<file path="src/rtl/rob_pkg.sv">
// Shared reorder-buffer types and sizes for rob_commit.
package rob_pkg;

  localparam int DEPTH  = 16;
  localparam int TAG_W  = 4;
  localparam int PREG_W = 7;
  localparam int XLEN   = 32;
  localparam int AREG_W = 5;

  typedef struct packed {
    logic              valid;
    logic              done;
    logic [AREG_W-1:0] areg;
    logic [PREG_W-1:0] prd;
    logic [PREG_W-1:0] old_prd;
    logic              is_store;
    logic              is_branch;
    logic              mispredict;
    logic [XLEN-1:0]   target;
  } rob_entry_t;

endpackage

</file>
<file path="src/rtl/rob_commit_if.sv">
// Dispatch, writeback and commit signals between the ROB and its neighbours.
interface rob_commit_if;
  import rob_pkg::*;

  logic              disp_valid;
  logic              disp_ready;
  logic [AREG_W-1:0] disp_areg;
  logic [PREG_W-1:0] disp_prd;
  logic [PREG_W-1:0] disp_old_prd;
  logic              disp_is_store;
  logic              disp_is_branch;
  logic [TAG_W-1:0]  disp_tag;
  logic              alu_wb_valid;
  logic [TAG_W-1:0]  alu_cdb_tag;
  logic              lsu_wb_valid;
  logic [TAG_W-1:0]  lsu_cdb_tag;
  logic              branch_wb_valid;
  logic [TAG_W-1:0]  branch_cdb_tag;
  logic              branch_taken;
  logic [XLEN-1:0]   branch_target_addr;
  logic              commit_valid;
  logic [AREG_W-1:0] commit_areg;
  logic [PREG_W-1:0] commit_prd;
  logic [PREG_W-1:0] commit_old_prd;
  logic              commit_store;
  logic              flush;
  logic [XLEN-1:0]   redirect_pc;
  logic              rob_empty;

  modport master (
    output disp_valid, disp_areg, disp_prd, disp_old_prd, disp_is_store, disp_is_branch,
    output alu_wb_valid, alu_cdb_tag, lsu_wb_valid, lsu_cdb_tag,
    output branch_wb_valid, branch_cdb_tag, branch_taken, branch_target_addr,
    input  disp_ready, disp_tag, commit_valid, commit_areg, commit_prd, commit_old_prd,
    input  commit_store, flush, redirect_pc, rob_empty
  );

  modport slave (
    input  disp_valid, disp_areg, disp_prd, disp_old_prd, disp_is_store, disp_is_branch,
    input  alu_wb_valid, alu_cdb_tag, lsu_wb_valid, lsu_cdb_tag,
    input  branch_wb_valid, branch_cdb_tag, branch_taken, branch_target_addr,
    output disp_ready, disp_tag, commit_valid, commit_areg, commit_prd, commit_old_prd,
    output commit_store, flush, redirect_pc, rob_empty
  );

endinterface

</file>
<file path="src/rtl/rob_commit.sv">
// In-order reorder buffer: allocates tags, marks writebacks done, retires one per cycle.
// Optional ROB_WB_BYPASS_EN lets a writeback to the head retire on the same edge.
module rob_commit
  import rob_pkg::*;
(
  input  logic         clk,
  input  logic         rst,
  rob_commit_if.slave  bus
);

  rob_entry_t rob_q [DEPTH];
  rob_entry_t rob_d [DEPTH];

  logic [TAG_W-1:0]  head_q, head_d, tail_q, tail_d;
  logic [TAG_W:0]    count_q, count_d;
  logic              commit_valid_q, commit_valid_d;
  logic [AREG_W-1:0] commit_areg_q, commit_areg_d;
  logic [PREG_W-1:0] commit_prd_q, commit_prd_d;
  logic [PREG_W-1:0] commit_old_prd_q, commit_old_prd_d;
  logic              commit_store_q, commit_store_d;
  logic              flush_q, flush_d;
  logic [XLEN-1:0]   redirect_pc_q, redirect_pc_d;

  logic [DEPTH-1:0]  alu_hit, lsu_hit, br_hit;
  rob_entry_t        head_e;
  logic              head_done, head_misp;
  logic [XLEN-1:0]   head_target;
  logic              disp_ready, disp_fire, commit_fire;

  // Writebacks only land on live entries and are dropped during recovery.
  generate
    for (genvar gi = 0; gi < DEPTH; gi++) begin : g_hit
      assign alu_hit[gi] = bus.alu_wb_valid && (bus.alu_cdb_tag == TAG_W'(gi))
                           && rob_q[gi].valid && !flush_q;
      assign lsu_hit[gi] = bus.lsu_wb_valid && (bus.lsu_cdb_tag == TAG_W'(gi))
                           && rob_q[gi].valid && !flush_q;
      assign br_hit[gi]  = bus.branch_wb_valid && (bus.branch_cdb_tag == TAG_W'(gi))
                           && rob_q[gi].valid && !flush_q;
    end
  endgenerate

  assign head_e = rob_q[head_q];

`ifdef ROB_WB_BYPASS_EN
  assign head_done   = head_e.done | alu_hit[head_q] | lsu_hit[head_q] | br_hit[head_q];
  assign head_misp   = br_hit[head_q] ? bus.branch_taken : head_e.mispredict;
  assign head_target = br_hit[head_q] ? bus.branch_target_addr : head_e.target;
`else
  assign head_done   = head_e.done;
  assign head_misp   = head_e.mispredict;
  assign head_target = head_e.target;
`endif

  assign disp_ready  = (count_q != (TAG_W+1)'(DEPTH)) && !flush_q;
  assign disp_fire   = bus.disp_valid && disp_ready;
  assign commit_fire = head_e.valid && head_done && !flush_q;

  always_comb begin
    rob_d = rob_q;
    for (int i = 0; i < DEPTH; i++) begin
      if (alu_hit[i] || lsu_hit[i]) rob_d[i].done = 1'b1;
      if (br_hit[i]) begin
        rob_d[i].done       = 1'b1;
        rob_d[i].mispredict = bus.branch_taken;
        rob_d[i].target     = bus.branch_target_addr;
      end
    end
    if (commit_fire) rob_d[head_q] = '0;
    if (disp_fire) begin
      rob_d[tail_q]           = '0;
      rob_d[tail_q].valid     = 1'b1;
      rob_d[tail_q].areg      = bus.disp_areg;
      rob_d[tail_q].prd       = bus.disp_prd;
      rob_d[tail_q].old_prd   = bus.disp_old_prd;
      rob_d[tail_q].is_store  = bus.disp_is_store;
      rob_d[tail_q].is_branch = bus.disp_is_branch;
    end
    head_d  = head_q + TAG_W'(commit_fire);
    tail_d  = tail_q + TAG_W'(disp_fire);
    count_d = count_q + (TAG_W+1)'(disp_fire) - (TAG_W+1)'(commit_fire);

    commit_valid_d   = commit_fire;
    commit_areg_d    = commit_fire ? head_e.areg : '0;
    commit_prd_d     = commit_fire ? head_e.prd : '0;
    commit_old_prd_d = commit_fire ? head_e.old_prd : '0;
    commit_store_d   = commit_fire && head_e.is_store;
    flush_d          = commit_fire && head_e.is_branch && head_misp;
    redirect_pc_d    = flush_d ? head_target : '0;

    // The flush cycle wipes every younger entry and restarts tags at 0.
    if (flush_q) begin
      for (int i = 0; i < DEPTH; i++) rob_d[i] = '0;
      head_d  = '0;
      tail_d  = '0;
      count_d = '0;
    end
  end

  always_ff @(posedge clk) begin
    if (rst) begin
      for (int i = 0; i < DEPTH; i++) rob_q[i] <= '0;
      head_q           <= '0;
      tail_q           <= '0;
      count_q          <= '0;
      commit_valid_q   <= 1'b0;
      commit_areg_q    <= '0;
      commit_prd_q     <= '0;
      commit_old_prd_q <= '0;
      commit_store_q   <= 1'b0;
      flush_q          <= 1'b0;
      redirect_pc_q    <= '0;
    end else begin
      rob_q            <= rob_d;
      head_q           <= head_d;
      tail_q           <= tail_d;
      count_q          <= count_d;
      commit_valid_q   <= commit_valid_d;
      commit_areg_q    <= commit_areg_d;
      commit_prd_q     <= commit_prd_d;
      commit_old_prd_q <= commit_old_prd_d;
      commit_store_q   <= commit_store_d;
      flush_q          <= flush_d;
      redirect_pc_q    <= redirect_pc_d;
    end
  end

  assign bus.disp_ready     = disp_ready;
  assign bus.disp_tag       = tail_q;
  assign bus.commit_valid   = commit_valid_q;
  assign bus.commit_areg    = commit_areg_q;
  assign bus.commit_prd     = commit_prd_q;
  assign bus.commit_old_prd = commit_old_prd_q;
  assign bus.commit_store   = commit_store_q;
  assign bus.flush          = flush_q;
  assign bus.redirect_pc    = redirect_pc_q;
  assign bus.rob_empty      = (count_q == '0);

endmodule

</file>
<file path="src/flat_wrapper.sv">
// flat-port wrapper written by rule: the top's interface ports become plain ports
module rob_commit_flat import rob_pkg::*;
  (clk, rst, bus_disp_valid, bus_disp_areg, bus_disp_prd, bus_disp_old_prd, bus_disp_is_store, bus_disp_is_branch, bus_alu_wb_valid, bus_alu_cdb_tag, bus_lsu_wb_valid, bus_lsu_cdb_tag, bus_branch_wb_valid, bus_branch_cdb_tag, bus_branch_taken, bus_branch_target_addr, bus_disp_ready, bus_disp_tag, bus_commit_valid, bus_commit_areg, bus_commit_prd, bus_commit_old_prd, bus_commit_store, bus_flush, bus_redirect_pc, bus_rob_empty);
  rob_commit_if bus_i ();
  input  logic clk;
  input  logic rst;
  input wire logic [$bits(bus_i.disp_valid)-1:0] bus_disp_valid;
  input wire logic [$bits(bus_i.disp_areg)-1:0] bus_disp_areg;
  input wire logic [$bits(bus_i.disp_prd)-1:0] bus_disp_prd;
  input wire logic [$bits(bus_i.disp_old_prd)-1:0] bus_disp_old_prd;
  input wire logic [$bits(bus_i.disp_is_store)-1:0] bus_disp_is_store;
  input wire logic [$bits(bus_i.disp_is_branch)-1:0] bus_disp_is_branch;
  input wire logic [$bits(bus_i.alu_wb_valid)-1:0] bus_alu_wb_valid;
  input wire logic [$bits(bus_i.alu_cdb_tag)-1:0] bus_alu_cdb_tag;
  input wire logic [$bits(bus_i.lsu_wb_valid)-1:0] bus_lsu_wb_valid;
  input wire logic [$bits(bus_i.lsu_cdb_tag)-1:0] bus_lsu_cdb_tag;
  input wire logic [$bits(bus_i.branch_wb_valid)-1:0] bus_branch_wb_valid;
  input wire logic [$bits(bus_i.branch_cdb_tag)-1:0] bus_branch_cdb_tag;
  input wire logic [$bits(bus_i.branch_taken)-1:0] bus_branch_taken;
  input wire logic [$bits(bus_i.branch_target_addr)-1:0] bus_branch_target_addr;
  output wire logic [$bits(bus_i.disp_ready)-1:0] bus_disp_ready;
  output wire logic [$bits(bus_i.disp_tag)-1:0] bus_disp_tag;
  output wire logic [$bits(bus_i.commit_valid)-1:0] bus_commit_valid;
  output wire logic [$bits(bus_i.commit_areg)-1:0] bus_commit_areg;
  output wire logic [$bits(bus_i.commit_prd)-1:0] bus_commit_prd;
  output wire logic [$bits(bus_i.commit_old_prd)-1:0] bus_commit_old_prd;
  output wire logic [$bits(bus_i.commit_store)-1:0] bus_commit_store;
  output wire logic [$bits(bus_i.flush)-1:0] bus_flush;
  output wire logic [$bits(bus_i.redirect_pc)-1:0] bus_redirect_pc;
  output wire logic [$bits(bus_i.rob_empty)-1:0] bus_rob_empty;
  assign bus_i.disp_valid = bus_disp_valid;
  assign bus_i.disp_areg = bus_disp_areg;
  assign bus_i.disp_prd = bus_disp_prd;
  assign bus_i.disp_old_prd = bus_disp_old_prd;
  assign bus_i.disp_is_store = bus_disp_is_store;
  assign bus_i.disp_is_branch = bus_disp_is_branch;
  assign bus_i.alu_wb_valid = bus_alu_wb_valid;
  assign bus_i.alu_cdb_tag = bus_alu_cdb_tag;
  assign bus_i.lsu_wb_valid = bus_lsu_wb_valid;
  assign bus_i.lsu_cdb_tag = bus_lsu_cdb_tag;
  assign bus_i.branch_wb_valid = bus_branch_wb_valid;
  assign bus_i.branch_cdb_tag = bus_branch_cdb_tag;
  assign bus_i.branch_taken = bus_branch_taken;
  assign bus_i.branch_target_addr = bus_branch_target_addr;
  assign bus_disp_ready = bus_i.disp_ready;
  assign bus_disp_tag = bus_i.disp_tag;
  assign bus_commit_valid = bus_i.commit_valid;
  assign bus_commit_areg = bus_i.commit_areg;
  assign bus_commit_prd = bus_i.commit_prd;
  assign bus_commit_old_prd = bus_i.commit_old_prd;
  assign bus_commit_store = bus_i.commit_store;
  assign bus_flush = bus_i.flush;
  assign bus_redirect_pc = bus_i.redirect_pc;
  assign bus_rob_empty = bus_i.rob_empty;
  rob_commit u_core (.clk(clk), .rst(rst), .bus(bus_i));
endmodule
</file>
<file path="config.mk">
export PLATFORM = sky130hd
export DESIGN_NAME = rob_commit_flat
export DESIGN_NICKNAME = d
export VERILOG_FILES = /design/src/rtl/rob_pkg.sv /design/src/rtl/rob_commit_if.sv /design/src/rtl/rob_commit.sv /design/src/flat_wrapper.sv
export SDC_FILE = /design/constraint.sdc
export NUM_CORES = 2
export LEC_CHECK = 0
export ABC_CLOCK_PERIOD_IN_PS = 5500
export BUFFER_PORTS_ARGS = -buffer_cell sky130_fd_sc_hd__buf_2
export CAP_MARGIN = 20
export CORE_MARGIN = 1.5
export CORE_UTILIZATION = 60
export CTS_CLUSTER_DIAMETER = 50
export DETAILED_ROUTE_END_ITERATION = 8
export PLACE_DENSITY_LB_ADDON = 0.25
export SYNTH_ARGS = -nofsm -noshare
export SYNTH_HDL_FRONTEND = slang
export SYNTH_SLANG_ARGS = --single-unit
</file>
<file path="constraint.sdc">
create_clock -name clk -period 5.5 [get_ports clk]
set_input_delay 0.825 -clock clk [delete_from_list [all_inputs] [get_ports clk]]
set_output_delay 0.825 -clock clk [all_outputs]
set_load 0.02 [all_outputs]
</file>
-- Word-level counts from Yosys, hierarchy flattened
Cells that the tools add are included.
W data, S select, Z words.
- flip-flop bits (word level): 963
- output and inout port bits: 60
- word-level logic and storage cells: 468
- $add $sub $neg: 4
- $lt $le $gt $ge: 4
- equal/unequal tests: 46
- multiplexer cells: 75
- bitwise operators: 8
- reduce and logical (&&, ||, !) cells: 177
- operators with widths (kind ; number):
    $bwmux W896 ; 6
    $and A896 B896 Y896 ; 2
    $demux W56 S4 ; 8
    $mux W896 ; 2
    $not A896 Y896 ; 2
    $mux W33 ; 16
    $mux W56 ; 5
    $bmux W56 S4 ; 1
    $logic_and A1 B1 Y1 ; 153
    $eq A4 B4 Y1 const B ; 24
    $mux W54 ; 1
    $mux W49 ; 1
    $eq A4 B3 Y1 const B ; 12
    $mux W42 ; 1
    $mux W35 ; 1
    $mux W34 ; 1
    $mux W1 ; 32
    $eq A4 B2 Y1 const B ; 6
    $logic_or A1 B1 Y1 ; 16
    $eq A4 B1 Y1 const B ; 3
    $logic_not A4 Y1 ; 3
    $ge A5 B5 Y1 const B ; 2
    $lt A5 B1 Y1 const B ; 2
    $not A4 Y5 ; 2
    other kinds (8) ; 12

-- Longest topological paths before layout
- depth after elaboration: 17
- mapped depth: 18
- depth with buffers taken out: 17

-- Worst setup path after synthesis
No wires, ideal clock.
- path kind: reg2reg
- from: register u_core.head_q[1]
- to: register u_core.count_q[4]
- setup time: 0.127 ns
- arrival time: 2.784 ns
- path slack: 2.589 ns
- cell stages (with the launch flop): 19
- period minus slack after synthesis: 2.911 ns
- path through: dfxtp_1 -> buf_4 -> nand3b_4 -> a32oi_2 -> o21ai_2 -> a311oi_4 -> a21oi_1 -> nor2_1 -> ha_1 -> inv_1 -> ha_1 -> inv_1 -> fa_1 -> inv_1 -> a21oi_1 -> nor2_1 -> nor2_1 -> xnor2_1 -> nor2_1
- longest elaborated chain between the ends: 7
- ends and longest elaborated chain (element ; line ; source):
    start, declared ; rob_commit.sv:14 ; logic [TAG_W-1:0] head_q, head_d, tail_q, tail_d;
    start signal, assigned ; rob_commit.sv:102 ; head_q <= '0;
    start signal, assigned ; rob_commit.sv:114 ; head_q <= head_d;
    $not A4 Y5 (implied by the code) ; rob_commit.sv:42 ; assign head_e = rob_q[head_q];
    $bmux W56 S4 ; rob_commit.sv:42 ;
    $mux W56 (implied by the code) (2 in series) ; rob_commit.sv:42 ;
    $logic_and A1 B1 Y1 (2 in series) ; rob_commit.sv:56 ; assign commit_fire = head_e.valid && head_done && !flush_q;
    via u_core.commit_fire ; rob_commit.sv:28 ; logic disp_ready, disp_fire, commit_fire;
    $sub A5 B1 Y5 ; rob_commit.sv:80 ; count_d = count_q + (TAG_W+1)'(disp_fire) - (TAG_W+1)'(commit_fire);
    end signal, assigned ; rob_commit.sv:116 ; count_q <= count_d;
    end, declared ; rob_commit.sv:15 ; logic [TAG_W:0] count_q, count_d;
The timed path passes the listed nets, and every way through them passes these cells. The select of a mux whose other input is x is not followed.
A chain may end at the register's enable or synchronous reset.

-- Worst setup path in the final report
- from: register u_core.head_q[1]
- to: register u_core.rob_q[514] (netlist name)
- longest elaborated chain between the ends: 16
- ends and longest elaborated chain (element ; line ; source):
    $not A4 Y5 (implied by the code) * ; rob_commit.sv:42, rob_commit.sv:68 ;
    $ge A5 B5 Y1 (implied by the code) / $lt A5 B1 Y1 (equally long branches) ; rob_commit.sv:68 ; if (commit_fire) rob_d[head_q] = '0;
    $logic_and A1 B1 Y1 (implied by the code) ; rob_commit.sv:68 ;
    $mux W56 (implied by the code) ; rob_commit.sv:68 ;
    $demux W56 S4 ; rob_commit.sv:68 ;
    $not A896 Y896 (no line) ; n/a ;
    $and A896 B896 Y896 (no line) ; n/a ;
    $mux W896 * ; rob_commit.sv:68 ;
    $and A896 B896 Y896 (no line) ; n/a ;
    $bwmux W896 ; rob_commit.sv:71 ; rob_d[tail_q].valid = 1'b1;
    $bwmux W896 ; rob_commit.sv:72 ; rob_d[tail_q].areg = bus.disp_areg;
    $bwmux W896 ; rob_commit.sv:73 ; rob_d[tail_q].prd = bus.disp_prd;
    $bwmux W896 ; rob_commit.sv:74 ; rob_d[tail_q].old_prd = bus.disp_old_prd;
    $bwmux W896 ; rob_commit.sv:75 ; rob_d[tail_q].is_store = bus.disp_is_store;
    $bwmux W896 ; rob_commit.sv:76 ; rob_d[tail_q].is_branch = bus.disp_is_branch;
    $mux W896 * ; rob_commit.sv:69 ; if (disp_fire) begin
    end signal, assigned ; rob_commit.sv:113 ; rob_q <= rob_d;
    end, declared ; rob_commit.sv:11 ; rob_entry_t rob_q [DEPTH];
Every way passes the cells marked *; elsewhere a longest branch is shown, timed or not. The select of a mux whose other input is x is not followed.

==> reports/metrics.yaml <==
setup_path:
  worstPathMaxFanout: 61
  crit_path_frequent_cell: "buf_4"
  worstSetupEndpointType: "flip-flop"
  crit_type: "reg -> reg"
  r2r_cells: 8
  max_stage_delay_ns: 0.87
  critPathArrivalTime_ns: 4.34
  worst_setup_path_start_kind: "flip-flop"
  critPathSlowestCell: "dfxtp_4"
  required_ns: 6.02
  crit_path_cell_trace: "buf_4, nand2b_1, nor2_1, nand3_1, nand2_1, or2_1, buf_4, a21oi_1"
clock_tree:
  clk_pin_slew_ns: 0.06
  h-tree-depth: 3
  cts_made_buffers: 105
  cts_tree: "yes"
  post_cts_buffers: 0
  clk_path_buf_depth: 3
  cts_root_buf: "clkbuf_16"
  postCtsResizedCells: 0
  clk-insertion-delay-late_ns: 0.67
  cts_hold_buf: 0
  cts_sinks: 963
synthesis:
  synth_area_per_cell_um2: 10.2
  synth_edf_count: 0
  synthTopCellsByArea: "dfxtp_1, mux4_2, a22o_1"
  ys_top_cells_by_count: "dfxtp_1, nand2_1, a21oi_1, a22o_1, nor2_1"
  synth.ff_latch_count: 963
  yosys_warnings: 0
  synth_ff_type: "dfxtp_1"
  synth_top_area_frac: 0.491
  synthCells: 3850
  synth_cell_type_count: 59
  synth.most_common_cell: "dfxtp_1"
  yosysSeqAreaShare: 0.491
  synth-async-reset-ratio: 0
  synth_area_leader_cell: "dfxtp_1"
  syn_area_um2: 39300
  syn_nets: 3933
run_status:
  status: "completed"
finish:
  drive_gt1_frac: 0.177
  final_cell_area_um2: 44000
  area_growth_pct: 12.0
  diodes: 0
  fillers: 4812
  nets: 3882
timing:
  tightest_slew_ns: 1.20
  setup_violations: 0
  rsz0062_at_grt: "no"
  drv_slew: 0
  setup_slack_ns: 1.68
  max_slew_margin: 0.201
  post-route-period-util: 0.695
  max_freq_ghz: 0.262
  fin_setup_tns_ns: 0
  skew_ns: 0.0240
  hold_violations: 0
  min_period_ns: 3.82
pwr:
  pwr_density_cell_nw_per_um2: 377
  leakage_nw: 15.6
  peakVddDrop_uv: 294
global_routing:
  grtUsageTotal: 0.353
  grt_pass1_vias: 30300
  grt-ovfl-total: 0
  antenna_found_initial: 3
  grt_max_degree: 108
  grt_pass1_wl_mm: 182
die:
  pin_count: 132
  start_util: 0.608
  dieWidth_um: 259
  fp.dieH_um: 259
  dieArea_um2: 67000
  core.rowCount: 93
  core_um2: 64600
route:
  final_antenna_net_count: 0
  drcViolationCount: 0
  vias: 31100
  dr.pass1.iters: 6
  drt_iter0_drc: 3622
  routed_wl_mm: 120
  viasPerCell: 6.56
  routedWlPerCell_um: 25.2
placement:
  gp_congestion: 0.900
  place_area_um2: 40200
  dp_hpwl_mm: 68.0
  portBuffers: 131
  place_ws_ns: 1.76
job:
  drv_cap: 0
hold_path:
  holdCritPathClass: "in -> reg"
  min_path_cells: 3
cell families (layout without fill, tap and decap cells):
group                      after synthesis  count (layout)  share of synthesized area
xor gates and xnor gates                 8               8                    0.00178
buffers and inverters                  388             421                     0.0448
and+or+nand+nor                       1230            1230                      0.133
adders and majority gates               11              11                    0.00370
DFF                                    963             963                      0.491
muxes                                  427             427                      0.181
AOI/OAI and AO/OA                      823             823                      0.145
sequential cells by signal, summed over array words and instances, names as in the netlist:
name,cells
u_core.bus.disp_tag,4
u_core.bus.commit_areg,5
u_core.bus.redirect_pc,32
u_core.bus.commit_old_prd,7
u_core.bus.flush,1
u_core.bus.commit_store,1
u_core.count_q,5
u_core.rob_q,896
u_core.bus.commit_prd,7
u_core.bus.commit_valid,1
u_core.head_q,4
layer usage:
| layer | part of all wire | track usage | vias to the layer above | routed length [um] |
|---|---|---|---|---|
| met3 | 0.11 | 0.0849 | 332 | 13500 |
| li1 | - | - | 13600 | - |
| met1 | 0.40 | 0.482 | 15200 | 47500 |
| met4 | 0.039 | 0.137 | 4 | 4660 |
| met2 | 0.45 | 0.543 | 1856 | 54000 |
| met5 | 0.00020 | 0 | - | 24 |
through the flow:
step | hold WS [ns] | instances | total power, mW | util
4_1_cts | 0.400 | 4738 | 16.6 | 0.681
3_5_place_dp | 0.443 | 4547 | 9.12 | 0.622
6_report | 0.416 | 4738 | 16.6 | 0.681
5_1_grt | 0.428 | 4738 | 17.0 | 0.681
3_3_place_gp | 0.439 | 4546 | 9.11 | 0.622
2_1_floorplan | 0.433 | 3850 | 8.60 | -
report_power, final:
group / leakage, nW / switching (mW) / internal (mW) / total [mW]
Clock: 1.84 / 2.97 / 4.61 / 7.58
Combinational: 6.04 / 1.16 / 0.645 / 1.80
Sequential: 7.76 / 0.125 / 7.07 / 7.19
area by class of cell:
type / instances / area, um^2 / share of cell area
timing repair buffer: 217 / 1370 / 0.0312
tap: 855 / 1070 / 0.0243
multi-input combinational: 2499 / 18400 / 0.419
inverter: 13 / 48.8 / 0.00111
clock buffer: 141 / 3050 / 0.0692
clock inverter: 50 / 749 / 0.0170
sequential: 963 / 19300 / 0.438
critical path: cells and delay by family (launching register included):
family / cells / cell delay [ns]
buffers and inverters: 2 / 1.23
AO/OA/AOI/OAI: 1 / 0.09
flip-flops: 1 / 0.87
AND/OR/NAND/NOR: 5 / 1.44
final timing paths:
| path | endpoint | start | slack [ns] |
|---|---|---|---|
| setup / recovery | u_core.rob_q[514] | u_core.head_q[1] | 1.68 |
| hold / removal | u_core.rob_q[34] | bus_disp_is_store | 0.42 |
| setup reg to reg | u_core.rob_q[514] | u_core.head_q[1] | 1.68 |
| hold reg to reg | u_core.rob_q[303] | u_core.rob_q[303] | 0.45 |
cell usage in the layout (no fill, tap or decap), types with 6 or more instances in the layout:
master | synthesis | layout
o21ai_0 | 28 | 28
clkinv_2 | 0 | 13
ha_1 | 10 | 10
and2_0 | 22 | 22
bufinv_16 | 0 | 15
a21oi_1 | 360 | 359
nor2b_1 | 27 | 25
nor3_1 | 6 | 6
a31oi_1 | 7 | 6
buf_4 | 29 | 81
dfxtp_1 | 963 | 959
nand3b_1 | 18 | 18
clkbuf_16 | 0 | 107
clkinvlp_4 | 0 | 8
and2_1 | 8 | 8
nand2_1 | 712 | 712
nand2b_1 | 9 | 9
mux4_2 | 228 | 228
buf_2 | 125 | 131
mux2i_1 | 199 | 199
nor3b_2 | 0 | 6
and3_1 | 15 | 11
clkbuf_8 | 0 | 24
or2_1 | 6 | 6
a22o_1 | 326 | 326
nor2_1 | 273 | 256
clkbuf_1 | 208 | 10
nor2_2 | 1 | 15
inv_1 | 13 | 13
o21ai_1 | 15 | 15
a221oi_1 | 33 | 33
nor4_1 | 31 | 31
a311oi_1 | 15 | 14
o22ai_1 | 16 | 16
or2_2 | 6 | 6
nand3_1 | 76 | 73
No activity file was read; power rests on OpenSTA's default activity.
